### config.mk
export PLATFORM = sky130hd
export DESIGN_NAME = leaf_rx_merge_arbiter
export DESIGN_NICKNAME = d
export VERILOG_FILES = /design/src/rtl/helios_link_pkg.sv /design/src/rtl/leaf_rx_fifo.sv /design/src/rtl/leaf_rx_merge_arbiter.sv
export SDC_FILE = /design/constraint.sdc
export NUM_CORES = 1
export LEC_CHECK = 0
export ABC_AREA = 1
export CORE_ASPECT_RATIO = 1.5
export CORE_MARGIN = 5
export CORE_UTILIZATION = 35
export DETAILED_ROUTE_END_ITERATION = 6
export HOLD_SLACK_MARGIN = 0.12
export MAX_ROUTING_LAYER = met4
export SLEW_MARGIN = 20
export SYNTH_ARGS = -nofsm -noshare
export SYNTH_HDL_FRONTEND = slang
export SYNTH_HIERARCHICAL = 1
export SYNTH_SLANG_ARGS = --single-unit
### constraint.sdc
create_clock -name clk -period 4 [get_ports clk]
set_clock_uncertainty 0.2 [all_clocks]
set_input_delay 0.4 -clock clk [delete_from_list [all_inputs] [get_ports clk]]
set_output_delay 0.4 -clock clk [all_outputs]
set_load 0.01 [all_outputs]
### src/rtl/helios_link_pkg.sv
// Shared link definitions for the leaf ingress path: flit geometry, source tags, arbiter states.
package helios_link_pkg;
  localparam int DEF_FLIT_WIDTH = 64;
  localparam int LAST_BIT       = DEF_FLIT_WIDTH - 1;
  localparam int NUM_SRC        = 3;

  typedef enum logic [1:0] {
    SRC_PARENT = 2'd0,
    SRC_GRID_1 = 2'd1,
    SRC_GRID_2 = 2'd2
  } src_t;

  typedef enum logic {
    ARB_IDLE   = 1'b0,
    ARB_LOCKED = 1'b1
  } arb_state_t;

  // (base + off) mod NUM_SRC, for offsets 0..2
  function automatic src_t src_add(input src_t base, input logic [1:0] off);
    logic [2:0] s;
    s = {1'b0, base} + {1'b0, off};
    if (s >= 3'd3) s = s - 3'd3;
    return src_t'(s[1:0]);
  endfunction
endpackage

### src/rtl/leaf_rx_fifo.sv
// Per-input synchronous FIFO; ready comes only from registered state so there is
// no combinational path from the upstream valid or the downstream side.
module leaf_rx_fifo #(
  parameter int WIDTH = 64,
  parameter int DEPTH = 2
) (
  input  logic             clk,
  input  logic             rst_n,
  input  logic [WIDTH-1:0] in_data,
  input  logic             in_valid,
  output logic             in_ready,
  output logic [WIDTH-1:0] head_data,
  output logic             empty,
  input  logic             pop
);
  localparam int AW = $clog2(DEPTH);

  logic [WIDTH-1:0] mem [DEPTH];
  logic [AW-1:0]    wr_ptr, rd_ptr;
  logic [AW:0]      count;
  logic             live;
  logic             push;

  // live holds ready low through reset and rises on the first edge after release
  assign in_ready  = live && (count != (AW+1)'(DEPTH));
  assign push      = in_valid && in_ready;
  assign empty     = (count == '0);
  assign head_data = mem[rd_ptr];

  always_ff @(posedge clk or negedge rst_n) begin
    if (!rst_n) begin
      live   <= 1'b0;
      wr_ptr <= '0;
      rd_ptr <= '0;
      count  <= '0;
    end else begin
      live <= 1'b1;
      if (push) wr_ptr <= wr_ptr + AW'(1);
      if (pop)  rd_ptr <= rd_ptr + AW'(1);
      count <= count + (AW+1)'(push) - (AW+1)'(pop);
    end
  end

  always_ff @(posedge clk) begin
    if (push) mem[wr_ptr] <= in_data;
  end
endmodule

### src/rtl/leaf_rx_merge_arbiter.sv
// Leaf ingress merge: three buffered inputs, round-robin arbitration that locks onto a
// source until its LAST flit, registered source-tagged output and saturating flit counters.
module leaf_rx_merge_arbiter
  import helios_link_pkg::*;
#(
  parameter int FLIT_WIDTH = DEF_FLIT_WIDTH,
  parameter int FIFO_DEPTH = 2,
  parameter int CNT_WIDTH  = 16
) (
  input  logic                         clk,
  input  logic                         reset,
  input  logic [FLIT_WIDTH-1:0]        parent_in_data,
  input  logic                         parent_in_valid,
  output logic                         parent_in_ready,
  input  logic [FLIT_WIDTH-1:0]        grid_1_in_data,
  input  logic                         grid_1_in_valid,
  output logic                         grid_1_in_ready,
  input  logic [FLIT_WIDTH-1:0]        grid_2_in_data,
  input  logic                         grid_2_in_valid,
  output logic                         grid_2_in_ready,
  output logic [FLIT_WIDTH-1:0]        out_data,
  output logic [1:0]                   out_src,
  output logic                         out_valid,
  input  logic                         out_ready,
  output logic [NUM_SRC*CNT_WIDTH-1:0] flit_count
);
  localparam int LAST = FLIT_WIDTH - 1;

  logic [NUM_SRC-1:0][FLIT_WIDTH-1:0] in_data, head_data;
  logic [NUM_SRC-1:0]                 in_valid, in_ready, fifo_empty, pop;

  arb_state_t state, state_nxt;
  src_t       rr_ptr, rr_nxt, lock_ch, lock_nxt, gnt_ch;
  logic       gnt_vld, gnt_last, load_ok, do_pop;

  assign in_data  = {grid_2_in_data, grid_1_in_data, parent_in_data};
  assign in_valid = {grid_2_in_valid, grid_1_in_valid, parent_in_valid};
  assign parent_in_ready = in_ready[SRC_PARENT];
  assign grid_1_in_ready = in_ready[SRC_GRID_1];
  assign grid_2_in_ready = in_ready[SRC_GRID_2];

  generate
    for (genvar ch = 0; ch < NUM_SRC; ch++) begin : g_ch
      logic [CNT_WIDTH-1:0] cnt_q;

      leaf_rx_fifo #(.WIDTH(FLIT_WIDTH), .DEPTH(FIFO_DEPTH)) u_fifo (
        .clk       (clk),
        .rst_n     (reset),
        .in_data   (in_data[ch]),
        .in_valid  (in_valid[ch]),
        .in_ready  (in_ready[ch]),
        .head_data (head_data[ch]),
        .empty     (fifo_empty[ch]),
        .pop       (pop[ch])
      );

      always_ff @(posedge clk or negedge reset) begin
        if (!reset)
          cnt_q <= '0;
        else if (in_valid[ch] && in_ready[ch] && cnt_q != '1)
          cnt_q <= cnt_q + CNT_WIDTH'(1);
      end

      assign flit_count[ch*CNT_WIDTH +: CNT_WIDTH] = cnt_q;
    end
  endgenerate

  always_ff @(posedge clk or negedge reset) begin
    if (!reset) begin
      state   <= ARB_IDLE;
      rr_ptr  <= SRC_PARENT;
      lock_ch <= SRC_PARENT;
    end else begin
      state   <= state_nxt;
      rr_ptr  <= rr_nxt;
      lock_ch <= lock_nxt;
    end
  end

  // rr_ptr only moves on IDLE grants; a locked message never rotates priority
  always_comb begin
    state_nxt = state;
    lock_nxt  = lock_ch;
    rr_nxt    = rr_ptr;
    if (do_pop) begin
      if (state == ARB_IDLE) begin
        rr_nxt = src_add(gnt_ch, 2'd1);
        if (!gnt_last) begin
          state_nxt = ARB_LOCKED;
          lock_nxt  = gnt_ch;
        end
      end else if (gnt_last) begin
        state_nxt = ARB_IDLE;
      end
    end
  end

  // Scan from the farthest offset down so the nearest non-empty source wins
  always_comb begin
    gnt_vld = 1'b0;
    gnt_ch  = rr_ptr;
    if (state == ARB_LOCKED) begin
      gnt_vld = !fifo_empty[lock_ch];
      gnt_ch  = lock_ch;
    end else begin
      for (int i = NUM_SRC - 1; i >= 0; i--) begin
        if (!fifo_empty[src_add(rr_ptr, 2'(i))]) begin
          gnt_vld = 1'b1;
          gnt_ch  = src_add(rr_ptr, 2'(i));
        end
      end
    end
    pop         = '0;
    pop[gnt_ch] = do_pop;
  end

  assign load_ok  = !out_valid || out_ready;
  assign do_pop   = load_ok && gnt_vld;
  assign gnt_last = head_data[gnt_ch][LAST];

  always_ff @(posedge clk or negedge reset) begin
    if (!reset) begin
      out_valid <= 1'b0;
      out_data  <= '0;
      out_src   <= 2'd0;
    end else if (load_ok) begin
      out_valid <= do_pop;
      if (do_pop) begin
        out_data <= head_data[gnt_ch];
        out_src  <= gnt_ch;
      end
    end
  end
endmodule
==> insert_results.sql, run 1 <==
INSERT INTO impl_metrics (metric_group, metric, value, unit) VALUES
('setup_path', 'timing.critical_path.buf_inv', '6', ''),
('setup_path', 'critical_path.slowest_cell', 'ha_1', ''),
('clocking', 'ctsLongestPathBuffers', '3', ''),
('synthesis', 'yosys_register_bits', '519', ''),
('pwr', 'power.static_leakage', '0.0118', 'uW'),
('drt', 'wire_per_inst', '18.3', 'um'),
('synthesis', 'synth.cell_area', '0.0224', 'mm2'),
('sta', 'timing.final.crit_period', '3.39', 'ns'),
('floorplan', 'fp.coreArea', '0.0635', 'mm2'),
('clocking', 'cts_tree', 'built', ''),
('floorplan', 'fp.dieArea', '0.0694', 'mm2'),
('floorplan', 'ios', '316', ''),
('global_routing', 'number_of_global_route_vias_before_repair', '15600', ''),
('sta', 'setup-tns-final', '0', 'ns'),
('drt', 'm1WireLength', '24000', 'um'),
('clocking', 'ctsHtreeMaxLevel', '2', ''),
('flow_run', 'total_of_max_cap_violations', '0', ''),
('setup_path', 'endpoint_kind', 'register', ''),
('finish', 'final_area', '0.0279', 'mm2'),
('clocking', 'cts_setup_buffers', '0', ''),
('synthesis', 'postSynthCellCount', '2132', ''),
('synthesis', 'avgSynthCellArea', '10.5', 'um2'),
('outcome', 'outcome', 'complete, no violations', ''),
('clocking', 'clk-insertion-delay-late', '0.61', 'ns'),
('placed_design', 'placed_area', '0.0262', 'mm2'),
('clocking', 'numClockSinks', '519', ''),
('setup_path', 'required', '4.29', 'ns'),
('placed_design', 'finalWeightedCongestion', '0.889', ''),
('sta', 'max_slew.worst_pin.slew', '1.05', 'ns'),
('floorplan', 'starting_utilization_of_the_core_area', '35.3', '%'),
('setup_path', 'critical_path_max_stage_delay', '0.44', 'ns'),
('drt', 'detailroute.via_count', '15200', ''),
('global_routing', 'grt_pass1_wl', '92300', 'um'),
('placed_design', 'dp_hpwl', '40900', 'um'),
('drt', 'highest-signal-layer', 'met4', ''),
('sta', 'grt_setup_unrepaired', 'false', ''),
('setup_path', 'cp_max_fo', '20', ''),
('sta', 'final.period_utilization', '84.7', '%'),
('finish', 'syn2layout_area_growth', '24.5', '%'),
('finish', 'postLayoutCoreUtil', '44.0', '%'),
('finish', 'design.final.nets', '2662', ''),
('synthesis', 'synthesis.nets', '2342', ''),
('drt', 'drcViolationCount', '0', ''),
('global_routing', 'grt_max_degree', '105', ''),
('sta', 'timing.final.max_slew_violations', '0', ''),
('drt', 'finalWirelength', '60500', 'um'),
('setup_path', 'critical-path-top-delay-family', 'simple AND/OR/NAND/NOR gates', ''),
('floorplan', 'die_h', '320', 'um'),
('drt', 'final_antenna_net_count', '0', ''),
('global_routing', 'globalRouteOverflowTotal', '0', ''),
('synthesis', 'yosysWarnings', '6', ''),
('synthesis', 'synth_flop_cell', 'edfxtp_1', ''),
('clocking', 'cts_inserted_buffers', '51', ''),
('synthesis', 'seq_area_frac_synth', '66.5', '%'),
('global_routing', 'number_of_antenna_violations_at_the_first_check_in_global_routing', '8', ''),
('setup_path', 'setup.worst_path.class', 'register to register', ''),
('clocking', 'clk_transition_reported_paths', '0.07', 'ns'),
('sta', 'fmax', '295', 'MHz'),
('sta', 'max-slew-margin-rel', '30.2', '%'),
('drt', 'route.met3.wl', '3300', 'um'),
('pwr', 'worst_ir_drop_vdd', '0.495', 'mV'),
('synthesis', 'postSynth.asyncResetShare', '26.0', '%'),
('min_path', 'min_path_type', 'input port to register', ''),
('finish', 'drive_gt1_share', '7.74', '%'),
('synthesis', 'synthDistinctLibCells', '35', ''),
('drt', 'dr.first_iter.drc_count', '1054', ''),
('finish', 'fillers', '5881', ''),
('floorplan', 'die_w', '217', 'um'),
('global_routing', 'global_route.usage.total', '17.8', '%'),
('clocking', 'cts-root-buf', 'clkbuf_16', ''),
('drt', 'drt-pass1-iter-count', '5', ''),
('setup_path', 'cp-start-kind', 'register', ''),
('synthesis', 'synth_enable_flop_cells', '384', ''),
('floorplan', 'placementRows', '113', ''),
('drt', 'routed_met2_length', '31700', 'um'),
('setup_path', 'crit_path_cell_trace', 'inv_1, ha_1, inv_2, nand2_1, nand3_2, nand2_2, inv_2, nand3_1, o21ai_1, nor2_4, buf_4, nand2_1, nor2_1, ha_1, inv_1, ha_1, inv_1, nand2_1, nand2_1', ''),
('setup_path', 'path_common_cell', 'nand2_1', ''),
('placed_design', 'buffer_ports.inserted', '315', ''),
('sta', 'report.final.hold_viol_count', '0', ''),
('sta', 'endpoints_failing_setup', '0', ''),
('drt', 'route.detailed.vias_per_inst', '4.59', ''),
('setup_path', 'critical_path_arrival', '3.67', 'ns'),
('pwr', 'cellPowerDensity', '728', 'mW/mm2');
==> per-layer routing <==
| layer | track usage (%) | vias up |
|---|---|---|
| met5 | - | - |
| met4 | 5.20 | 0 |
| met3 | 3.29 | 80 |
| met2 | 31.5 | 417 |
| met1 | 20.6 | 7228 |
| li1 | - | 7457 |
==> cell families after synthesis <==
| group | count (synthesis) | share of synthesized area [%] |
|---|---|---|
| other | 3 | 0.0502 |
| adders and majority gates | 12 | 0.669 |
| and+or+nand+nor | 874 | 16.2 |
| buffers and inverters | 420 | 9.03 |
| muxes | 1 | 0.0502 |
| DFF | 519 | 66.5 |
| xor gates and xnor gates | 46 | 1.80 |
| AOI/OAI and AO/OA | 257 | 5.78 |
==> sequential cells by signal, summed over array words and instances (netlist names) <==
signal,cells
rr_ptr,2
out_src,2
out_valid,1
g_ch.u_fifo/live,3
g_ch.u_fifo/wr_ptr,3
out_data,64
g_ch.cnt_q,48
state,1
lock_ch,2
g_ch.u_fifo/mem,384
g_ch.u_fifo/rd_ptr,3
g_ch.u_fifo/count,6
==> power by group <==
group / internal (uW) / switching [uW] / leakage, uW
sequential: 6890 / 750 / 0.00522
clock: 2710 / 2050 / 0.000802
combinational: 2780 / 5170 / 0.00583
total: 12400 / 7970 / 0.0118
==> cell type report <==
class	instances	area (um2)	area share (%)
multi-input cells	1193	5530	19.8
inverters	343	1290	4.63
well taps	805	1010	3.60
diodes	8	20.0	0.0716
repair buffers	344	3530	12.6
clock buffers	70	1400	5.00
flip-flops and latches	519	14900	53.4
clock inverters	26	239	0.855
==> stage by stage <==
step           hold slack [ns]  cells  setup WS, ns  power [uW]
3_5_place_dp             0.260   3200         0.730       15800
3_3_place_gp             0.255   3200         0.882       15600
2_1_floorplan          -0.0956   2132        0.0412       13000
5_1_grt                  0.146   3308         0.365       21900
4_1_cts                  0.137   3297         0.704       20600
6_report                 0.174   3308         0.612       20400
==> cells in the mapped netlist, types with 5 or more instances <==
library cell    n  area (um2)
xor2_1         27         236
nand3_1        40         200
buf_12          6         120
clkinv_1       10        37.5
o21ai_1        93         465
clkbuf_1        5        18.8
nand3_2         5        50.1
inv_1         328        1230
nand2_2        62         388
nor3_1          8        40.0
xnor2_1        19         166
buf_2          17        85.1
dfrtp_1       135        3380
edfxtp_1      384       11500
nand2_1       698        2620
nor2_1         36         135
nand4_1        12        75.1
buf_6          40         450
o21ai_0       158         791
inv_2           5        18.8
buf_4           8        60.1
ha_1           12         150
==> worst register-to-register path, delay by kind of cell, from the launching register on <==
| kind | cells | cell delay [ns] |
|---|---|---|
| simple gates | 9 | 1.03 |
| fa+ha+maj | 3 | 0.86 |
| buf+inv | 6 | 0.70 |
| flops | 1 | 0.38 |
| compound gates | 1 | 0.11 |
==> what timing repair did <==
action	CTS	global route
gates resized for setup	0	0
endpoints found under the hold margin	93	20
hold buffers	1	1
==> worst paths after layout <==
kind	slack, ns	from	cells after the start	endpoint
max in group asynchronous	2.32	reset	4	g_ch[0].u_fifo/rd_ptr$_DFFE_PN0P_
setup / recovery	0.61	rr_ptr[0]$_DFFE_PN0P_	19	g_ch[2].u_fifo/count[1]$_DFF_PN0_
hold / removal	0.17	parent_in_data[35]	1	g_ch[0].u_fifo/mem[1][35]$_DFFE_PP_
hold reg to reg	0.28	out_data[52]$_DFFE_PN0P_	2	out_data[52]$_DFFE_PN0P_
min in group asynchronous	0.57	reset	3	g_ch[1].u_fifo/count[0]$_DFF_PN0_
setup reg to reg	0.61	rr_ptr[0]$_DFFE_PN0P_	19	g_ch[2].u_fifo/count[1]$_DFF_PN0_
==> layout by cell type (no fill, tap or decap), types with 2 or more instances in the layout <==
master,n
a21boi_0,3
a21oi_1,2
buf_12,9
buf_16,2
buf_4,16
bufinv_16,4
clkbuf_1,14
clkbuf_16,51
clkbuf_8,5
clkdlybuf4s50_1,314
clkinv_1,19
clkinv_2,9
conb_1,3
dfrtp_1,132
dfrtp_4,3
diode_2,8
dlygate4sd3_1,2
edfxtp_1,384
ha_1,12
inv_1,325
inv_2,4
inv_4,3
inv_6,4
nand2_1,696
nand2_2,64
nand2_4,2
nand3_1,40
nand3_2,5
nand3b_1,3
nand4_1,12
nor2_1,33
nor2_2,2
nor2_4,6
nor3_1,8
o21ai_0,158
o21ai_1,93
xnor2_1,19
xor2_1,27
(Power assumes the default switching activity.)
==> run 2: changes to the inputs <==
==> constraint.sdc (replaced) <==
create_clock -name clk -period 3.24 [get_ports clk]
set_clock_uncertainty 0.2 [all_clocks]
set_input_delay 0.324 -clock clk [delete_from_list [all_inputs] [get_ports clk]]
set_output_delay 0.324 -clock clk [all_outputs]
set_load 0.01 [all_outputs]
==> run 2 against run 1 <==
Effect of this change: the run now ends with DRC left; combinational power is 27% higher; critical path depth shrank 2; hold slack got worse by 0.023 ns.
==> insert_results.sql, run 2 (same netlist as run 1, synthesis figures left out) <==
INSERT INTO impl_metrics (metric_group, metric, value, unit) VALUES
('outcome', 'outcome', 'finished, violations left', ''),
('outcome', 'violations_in_the_final_reports', 'DRC', ''),
('sta', 'report.final.hold_viol_count', '0', ''),
('floorplan', 'die_w', '217', 'um'),
('setup_path', 'cp-start-kind', 'register', ''),
('finish', 'layout.cells.most_common', 'nand2_1', ''),
('clocking', 'cts_inserted_buffers', '50', ''),
('drt', 'dr.first_iter.drc_count', '1185', ''),
('finish', 'regMostFlops', 'g_ch.u_fifo/mem', ''),
('pwr', 'worst_ir_drop_vdd', '0.686', 'mV'),
('sta', 'timing.final.crit_period', '2.95', 'ns'),
('setup_path', 'r2r_cells', '17', ''),
('setup_path', 'r2r-end', 'out_data[10]$_DFFE_PN0P_', ''),
('floorplan', 'placementRows', '113', ''),
('floorplan', 'ios', '316', ''),
('finish', 'commonest_non_fill_non_tap_cells_in_the_layout', '696 x nand2_1, 384 x edfxtp_1, 325 x inv_1', ''),
('global_routing', 'grt_max_degree', '122', ''),
('clocking', 'cts_tree', 'built', ''),
('setup_path', 'required', '3.57', 'ns'),
('sta', 'finalWorstSetupSlack', '0.294', 'ns'),
('placed_design', 'buffer_ports.inserted', '315', ''),
('floorplan', 'fp.dieArea', '0.0694', 'mm2'),
('finish', 'largest_register_ff_count', '384', ''),
('global_routing', 'number_of_global_route_vias_before_repair', '16000', ''),
('sta', 'max_slew.worst_pin.slew', '0.769', 'ns'),
('finish', 'fillers', '5752', ''),
('sta', 'grt_setup_unrepaired', 'false', ''),
('clocking', 'numClockSinks', '519', ''),
('setup_path', 'critPathCapture', 'out_data[10]$_DFFE_PN0P_', ''),
('placed_design', 'worst_setup_slack_after_placement', '0.319', 'ns'),
('setup_path', 'worstSetupStartpoint', 'rr_ptr[0]$_DFFE_PN0P_', ''),
('setup_path', 'setup.reg_to_reg.worst_slack', '0.29', 'ns'),
('setup_path', 'setup.worst_path.class', 'register to register', ''),
('clocking', 'clk-insertion-delay-late', '0.60', 'ns'),
('sta', 'fmax', '339', 'MHz'),
('pwr', 'cellPowerDensity', '855', 'mW/mm2'),
('min_path', 'min_path_type', 'input port to async pin', ''),
('drt', 'finalWirelength', '62100', 'um'),
('pwr', 'sum_of_internal_switching_and_leakage_power', '25400', 'uW'),
('drt', 'final_antenna_net_count', '0', ''),
('floorplan', 'starting_utilization_of_the_core_area', '35.3', '%'),
('finish', 'syn2layout_area_growth', '32.4', '%'),
('global_routing', 'number_of_antenna_violations_at_the_first_check_in_global_routing', '14', ''),
('setup_path', 'critical_path_arrival', '3.28', 'ns'),
('sta', 'endpoints_failing_setup', '0', ''),
('setup_path', 'crit_path_cell_trace', 'inv_1, ha_1, inv_2, nand2_1, nand3_2, nand2_2, inv_2, nand3_1, nand3_1, nand3_1, nand2_2, nor2_4, buf_4, nand2_1, nand2_1, nand2_1, nand2_1', ''),
('global_routing', 'globalRouteOverflowTotal', '0', ''),
('finish', 'biggestRegsByFlops', 'g_ch.u_fifo/mem (384), out_data (64), g_ch.cnt_q (48)', ''),
('sta', 'timing.final.max_slew_violations', '0', ''),
('placed_design', 'finalWeightedCongestion', '0.886', ''),
('floorplan', 'fp.coreArea', '0.0635', 'mm2'),
('finish', 'multi_input_area', '0.00553', 'mm2'),
('placed_design', 'dp_hpwl', '40400', 'um'),
('finish', 'final-seq-area', '0.0149', 'mm2'),
('drt', 'drcViolationCount', '3', ''),
('setup_path', 'critical_path_max_stage_delay', '0.54', 'ns'),
('setup_path', 'worstReg2RegStart', 'rr_ptr[0]$_DFFE_PN0P_', ''),
('finish', 'drive_gt1_share', '7.38', '%'),
('sta', 'max-slew-margin-rel', '48.7', '%'),
('finish', 'design.final.nets', '2838', ''),
('clocking', 'clk_transition_reported_paths', '0.06', 'ns'),
('clocking', 'cts-root-buf', 'clkbuf_16', ''),
('setup_path', 'path_common_cell', 'nand2_1', ''),
('setup_path', 'critical_path.slowest_cell', 'buf_4', ''),
('drt', 'wire_per_inst', '17.8', 'um'),
('sta', 'final.period_utilization', '90.9', '%'),
('setup_path', 'cp_max_fo', '41', ''),
('global_routing', 'grt_pass1_wl', '93200', 'um'),
('drt', 'detailroute.via_count', '15800', ''),
('global_routing', 'global_route.usage.total', '17.9', '%'),
('floorplan', 'die_h', '320', 'um'),
('sta', 'setup-tns-final', '0', 'ns'),
('drt', 'route.detailed.vias_per_inst', '4.53', ''),
('setup_path', 'endpoint_kind', 'register', ''),
('drt', 'drt-pass1-iter-count', '7', ''),
('pwr', 'power.static_leakage', '0.0126', 'uW'),
('clocking', 'ctsHtreeMaxLevel', '2', ''),
('flow_run', 'total_of_max_cap_violations', '0', ''),
('clocking', 'ctsLongestPathBuffers', '3', '');
## run 2: worst min-delay path by stage
stage                 startpoint                                 end
6_report                   reset        g_ch[1].cnt_q[8]$_DFFE_PN0P_
4_1_cts        grid_2_in_data[2]  g_ch[2].u_fifo/mem[1][2]$_DFFE_PP_
3_3_place_gp               reset        g_ch[1].cnt_q[6]$_DFFE_PN0P_
5_1_grt        grid_2_in_data[2]  g_ch[2].u_fifo/mem[0][2]$_DFFE_PP_
2_1_floorplan              reset        g_ch[0].cnt_q[0]$_DFFE_PN0P_
3_5_place_dp               reset        g_ch[1].cnt_q[8]$_DFFE_PN0P_
## run 2: layout make-up
class	instances	area share, %
inverters	343	4.36
diodes	14	0.118
repair buffers	521	17.7
flip-flops and latches	519	50.2
well taps	805	3.39
clock inverters	21	0.733
clock buffers	73	4.85
multi-input cells	1193	18.6
## run 2: power by group
group	internal [uW]	switching (uW)
clock	3410	2540
combinational	3610	6500
sequential	8510	836
total	15500	9880
## run 2: stage by stage
step | std cells | util, % | area, um2 | hold slack [ns]
floorplan | 2132 | - | 22400 | -0.172
global placement | 3209 | 41.4 | 26300 | 0.219
detailed placement | 3209 | 41.4 | 26300 | 0.224
CTS | 3475 | 46.7 | 29700 | 0.122
global route | 3489 | 46.8 | 29700 | 0.135
finish | 3489 | 46.8 | 29700 | 0.151
## run 2: worst max-delay path, delay by kind of cell (launching register included)
kind | cells | cell delay, ns
simple gates | 12 | 1.08
fa+ha+maj | 1 | 0.42
buf+inv | 4 | 0.78
flops | 1 | 0.36
## run 2: repair_timing
action | 4_1_cts | 5_1_grt
hold buffers | 172 | 0
gates resized for setup | 0 | 0
endpoints found under the hold margin | 434 | 0
buffers inserted | 0 | 0
## run 2: routing by layer
metal	vias up	global-route usage (%)	wire (um)
met5	-	-	0
met4	0	6.22	1960
met3	102	3.18	3200
met2	447	31.2	31700
met1	7446	21.1	25200
li1	7814	-	-
==> run 3: changes to the inputs <==
--- a/config.mk
+++ b/config.mk
@@ -6,14 +6,16 @@
 export NUM_CORES = 1
 export LEC_CHECK = 0
 export ABC_AREA = 1
-export CORE_ASPECT_RATIO = 1.5
+export CORE_ASPECT_RATIO = 1.1
 export CORE_MARGIN = 5
 export CORE_UTILIZATION = 35
 export DETAILED_ROUTE_END_ITERATION = 6
 export HOLD_SLACK_MARGIN = 0.12
 export MAX_ROUTING_LAYER = met4
+export PLACE_DENSITY = 0.54
 export SLEW_MARGIN = 20
 export SYNTH_ARGS = -nofsm -noshare
 export SYNTH_HDL_FRONTEND = slang
 export SYNTH_HIERARCHICAL = 1
 export SYNTH_SLANG_ARGS = --single-unit
+export TNS_END_PERCENT = 30
==> run 3 against run 2 <==
Effect of this change: the flow now finishes without violations; register-to-register slack about the same; combinational power about the same; highest routed layer unchanged; sequential cell count unchanged; non-clock buffer count decreased by 1; total power increased by 3.5%; sequential share of layout area decreased by 0.63 points; critical path type unchanged; critical path depth increased by 2.
==> insert_results.sql, run 3 (same netlist as run 1, synthesis figures left out) <==
INSERT INTO impl_metrics (metric_group, metric, value, unit) VALUES
('outcome', 'outcome', 'complete, no violations', ''),
('finish', 'commonest_non_fill_non_tap_cells_in_the_layout', '696 x nand2_1, 384 x edfxtp_1, 324 x inv_1', ''),
('clocking', 'clk_transition_reported_paths', '0.06', 'ns'),
('floorplan', 'fp.coreArea', '0.0636', 'mm2'),
('setup_path', 'cp_max_fo', '12', ''),
('sta', 'max-slew-margin-rel', '53.0', '%'),
('global_routing', 'grt-busiest-layer', 'met2', ''),
('min_path', 'min_path_type', 'input port to register', ''),
('floorplan', 'starting_utilization_of_the_core_area', '35.3', '%'),
('drt', 'final_antenna_net_count', '0', ''),
('drt', 'drt-pass1-iter-count', '5', ''),
('setup_path', 'critical_path_max_stage_delay', '0.40', 'ns'),
('placed_design', 'post-place-cells', '3247', ''),
('global_routing', 'use_met3', '2.87', '%'),
('global_routing', 'grt_max_degree', '74', ''),
('drt', 'route.detailed.vias_per_inst', '4.53', ''),
('clocking', 'ctsLongestPathBuffers', '3', ''),
('sta', 'final.period_utilization', '91.2', '%'),
('pwr', 'sum_of_internal_switching_and_leakage_power', '26300', 'uW'),
('finish', 'drive_gt1_share', '8.20', '%'),
('sta', 'timing.final.max_slew_violations', '0', ''),
('finish', 'design.final.nets', '2844', ''),
('pwr', 'worst_ir_drop_vdd', '0.792', 'mV'),
('sta', 'grt_setup_unrepaired', 'false', ''),
('setup_path', 'cp-start-kind', 'register', ''),
('placed_design', 'dp_hpwl', '40600', 'um'),
('clocking', 'cts_tree', 'built', ''),
('finish', 'postLayoutCoreUtil', '47.3', '%'),
('drt', 'finalWirelength', '62700', 'um'),
('sta', 'endpoints_failing_setup', '0', ''),
('finish', 'layout.cells.most_common', 'nand2_1', ''),
('finish', 'syn2layout_area_growth', '34.1', '%'),
('clocking', 'numClockSinks', '519', ''),
('setup_path', 'timing.critical_path.buf_inv', '6', ''),
('floorplan', 'die_w', '251', 'um'),
('global_routing', 'number_of_antenna_violations_at_the_first_check_in_global_routing', '6', ''),
('drt', 'drcViolationCount', '0', ''),
('sta', 'hold_ws', '0.144', 'ns'),
('setup_path', 'crit_path_cell_trace', 'inv_2, ha_2, inv_2, nand2_1, nand3_2, nand2_2, inv_2, nand3_1, nand3_1, nand3_1, nand2_2, buf_6, nor2_2, ha_1, inv_1, ha_1, inv_1, nand2_1, nand2_1', ''),
('clocking', 'ctsHtreeMaxLevel', '2', ''),
('finish', 'regMostFlops', 'g_ch.u_fifo/mem', ''),
('global_routing', 'grt_pass1_wl', '95000', 'um'),
('global_routing', 'globalRouteOverflowTotal', '0', ''),
('placed_design', 'buffer_ports.inserted', '315', ''),
('global_routing', 'number_of_global_route_vias_before_repair', '16200', ''),
('clocking', 'cts_inserted_buffers', '57', ''),
('global_routing', 'met1_usage', '22.8', '%'),
('sta', 'fmax', '338', 'MHz'),
('finish', 'largest_register_ff_count', '384', ''),
('pwr', 'power.static_leakage', '0.0127', 'uW'),
('clocking', 'clk-insertion-delay-late', '0.60', 'ns'),
('floorplan', 'die_h', '276', 'um'),
('sta', 'report.final.hold_viol_count', '0', ''),
('setup_path', 'critical_path_arrival', '3.25', 'ns'),
('sta', 'timing.final.crit_period', '2.95', 'ns'),
('finish', 'biggestRegsByFlops', 'g_ch.u_fifo/mem (384), out_data (64), g_ch.cnt_q (48)', ''),
('finish', 'final-seq-area', '0.0149', 'mm2'),
('pwr', 'cellPowerDensity', '874', 'mW/mm2'),
('drt', 'wire_per_inst', '17.8', 'um'),
('setup_path', 'critical_path.slowest_cell', 'dfrtp_1', ''),
('floorplan', 'placementRows', '97', ''),
('finish', 'post_route_non_filler_standard_cell_count', '3528', ''),
('global_routing', 'groute.layer.met2.usage', '31.8', '%'),
('floorplan', 'ios', '316', ''),
('flow_run', 'total_of_max_cap_violations', '0', ''),
('finish', 'fillers', '5860', ''),
('setup_path', 'setup.worst_path.class', 'register to register', ''),
('drt', 'detailroute.via_count', '16000', ''),
('clocking', 'cts-root-buf', 'clkbuf_16', ''),
('floorplan', 'fp.dieArea', '0.0693', 'mm2'),
('placed_design', 'finalWeightedCongestion', '0.835', ''),
('setup_path', 'critical-path-top-delay-family', 'simple AND/OR/NAND/NOR gates', ''),
('global_routing', 'global_route.usage.total', '18.3', '%'),
('drt', 'dr.first_iter.drc_count', '888', ''),
('setup_path', 'endpoint_kind', 'register', ''),
('setup_path', 'required', '3.53', 'ns'),
('finish', 'multi_input_area', '0.00554', 'mm2'),
('sta', 'max_slew.worst_pin.slew', '0.705', 'ns');
[run 3: cell types whose count changed in the layout (fill, tap and decap cells not counted), sizes merged, moves of 2 or more]
| cell | previous run | this run |
|---|---|---|
| diode | 14 | 5 |
| clkinv | 26 | 33 |
| clkbuf | 73 | 78 |
| dlygate4sd3 | 172 | 168 |
| buf | 35 | 38 |
| bufinv | 4 | 6 |
| inv | 332 | 330 |
[run 3: routing by layer]
metal,wire [um],vias up
met4,1330,0
met3,2880,92
met5,0,-
met1,27100,7654
li1,-,7823
met2,31400,397
[run 3: layout make-up]
cell class	instances	share of cell area [%]
tap	841	3.50
clock inverter	29	1.04
antenna	5	0.0416
inverter	343	4.30
clock buffer	78	5.31
sequential	519	49.6
multi-input combinational	1193	18.4
timing repair buffer	520	17.8
[run 3: through the flow]
stage          instance area (um2)  setup TNS (ns)  setup WS (ns)
6_report                     30100               0          0.285
5_1_grt                      30100               0         0.0193
4_1_cts                      30100               0          0.184
3_5_place_dp                 26500               0          0.206
3_3_place_gp                 26500               0          0.334
2_1_floorplan                22400          -92.00         -0.719
[run 3: worst paths after layout]
kind                                                   startpoint                                  end  slack (ns)  cells past startpoint
worst max-delay path                        rr_ptr[0]$_DFFE_PN0P_    g_ch[2].u_fifo/count[1]$_DFF_PN0_        0.29                     19
worst min-delay path                           grid_1_in_data[24]  g_ch[1].u_fifo/mem[1][24]$_DFFE_PP_        0.14                      1
worst max register to register              rr_ptr[0]$_DFFE_PN0P_    g_ch[2].u_fifo/count[1]$_DFF_PN0_        0.29                     19
worst min register to register  g_ch[1].u_fifo/wr_ptr$_DFFE_PN0P_    g_ch[1].u_fifo/wr_ptr$_DFFE_PN0P_        0.27                      2
max in group asynchronous                                   reset             out_data[38]$_DFFE_PN0P_        1.47                      4
min in group asynchronous                                   reset             out_data[11]$_DFFE_PN0P_        0.57                      3
[run 3: timing repair]
item | CTS | global route
hold endpoints to repair | 442 | 0
endpoints found under the setup margin | 0 | 12
setup buffers | 0 | 0
gates resized for setup | 0 | 4
hold buffers | 169 | 0
[run 3: power breakdown]
group / switching (uW) / total (uW) / internal [uW]
Combinational: 6620 / 10400 / 3740
Clock: 2650 / 6560 / 3920
Sequential: 869 / 9370 / 8500
Total: 10100 / 26300 / 16200
[run 3: worst register-to-register path, delay by kind of cell, from the launching register on]
kind / cells / cell delay (ns)
AND/OR/NAND/NOR: 10 / 0.90
adder cells (fa/ha/maj): 3 / 0.76
buffers and inverters: 6 / 0.59
flip-flops: 1 / 0.40
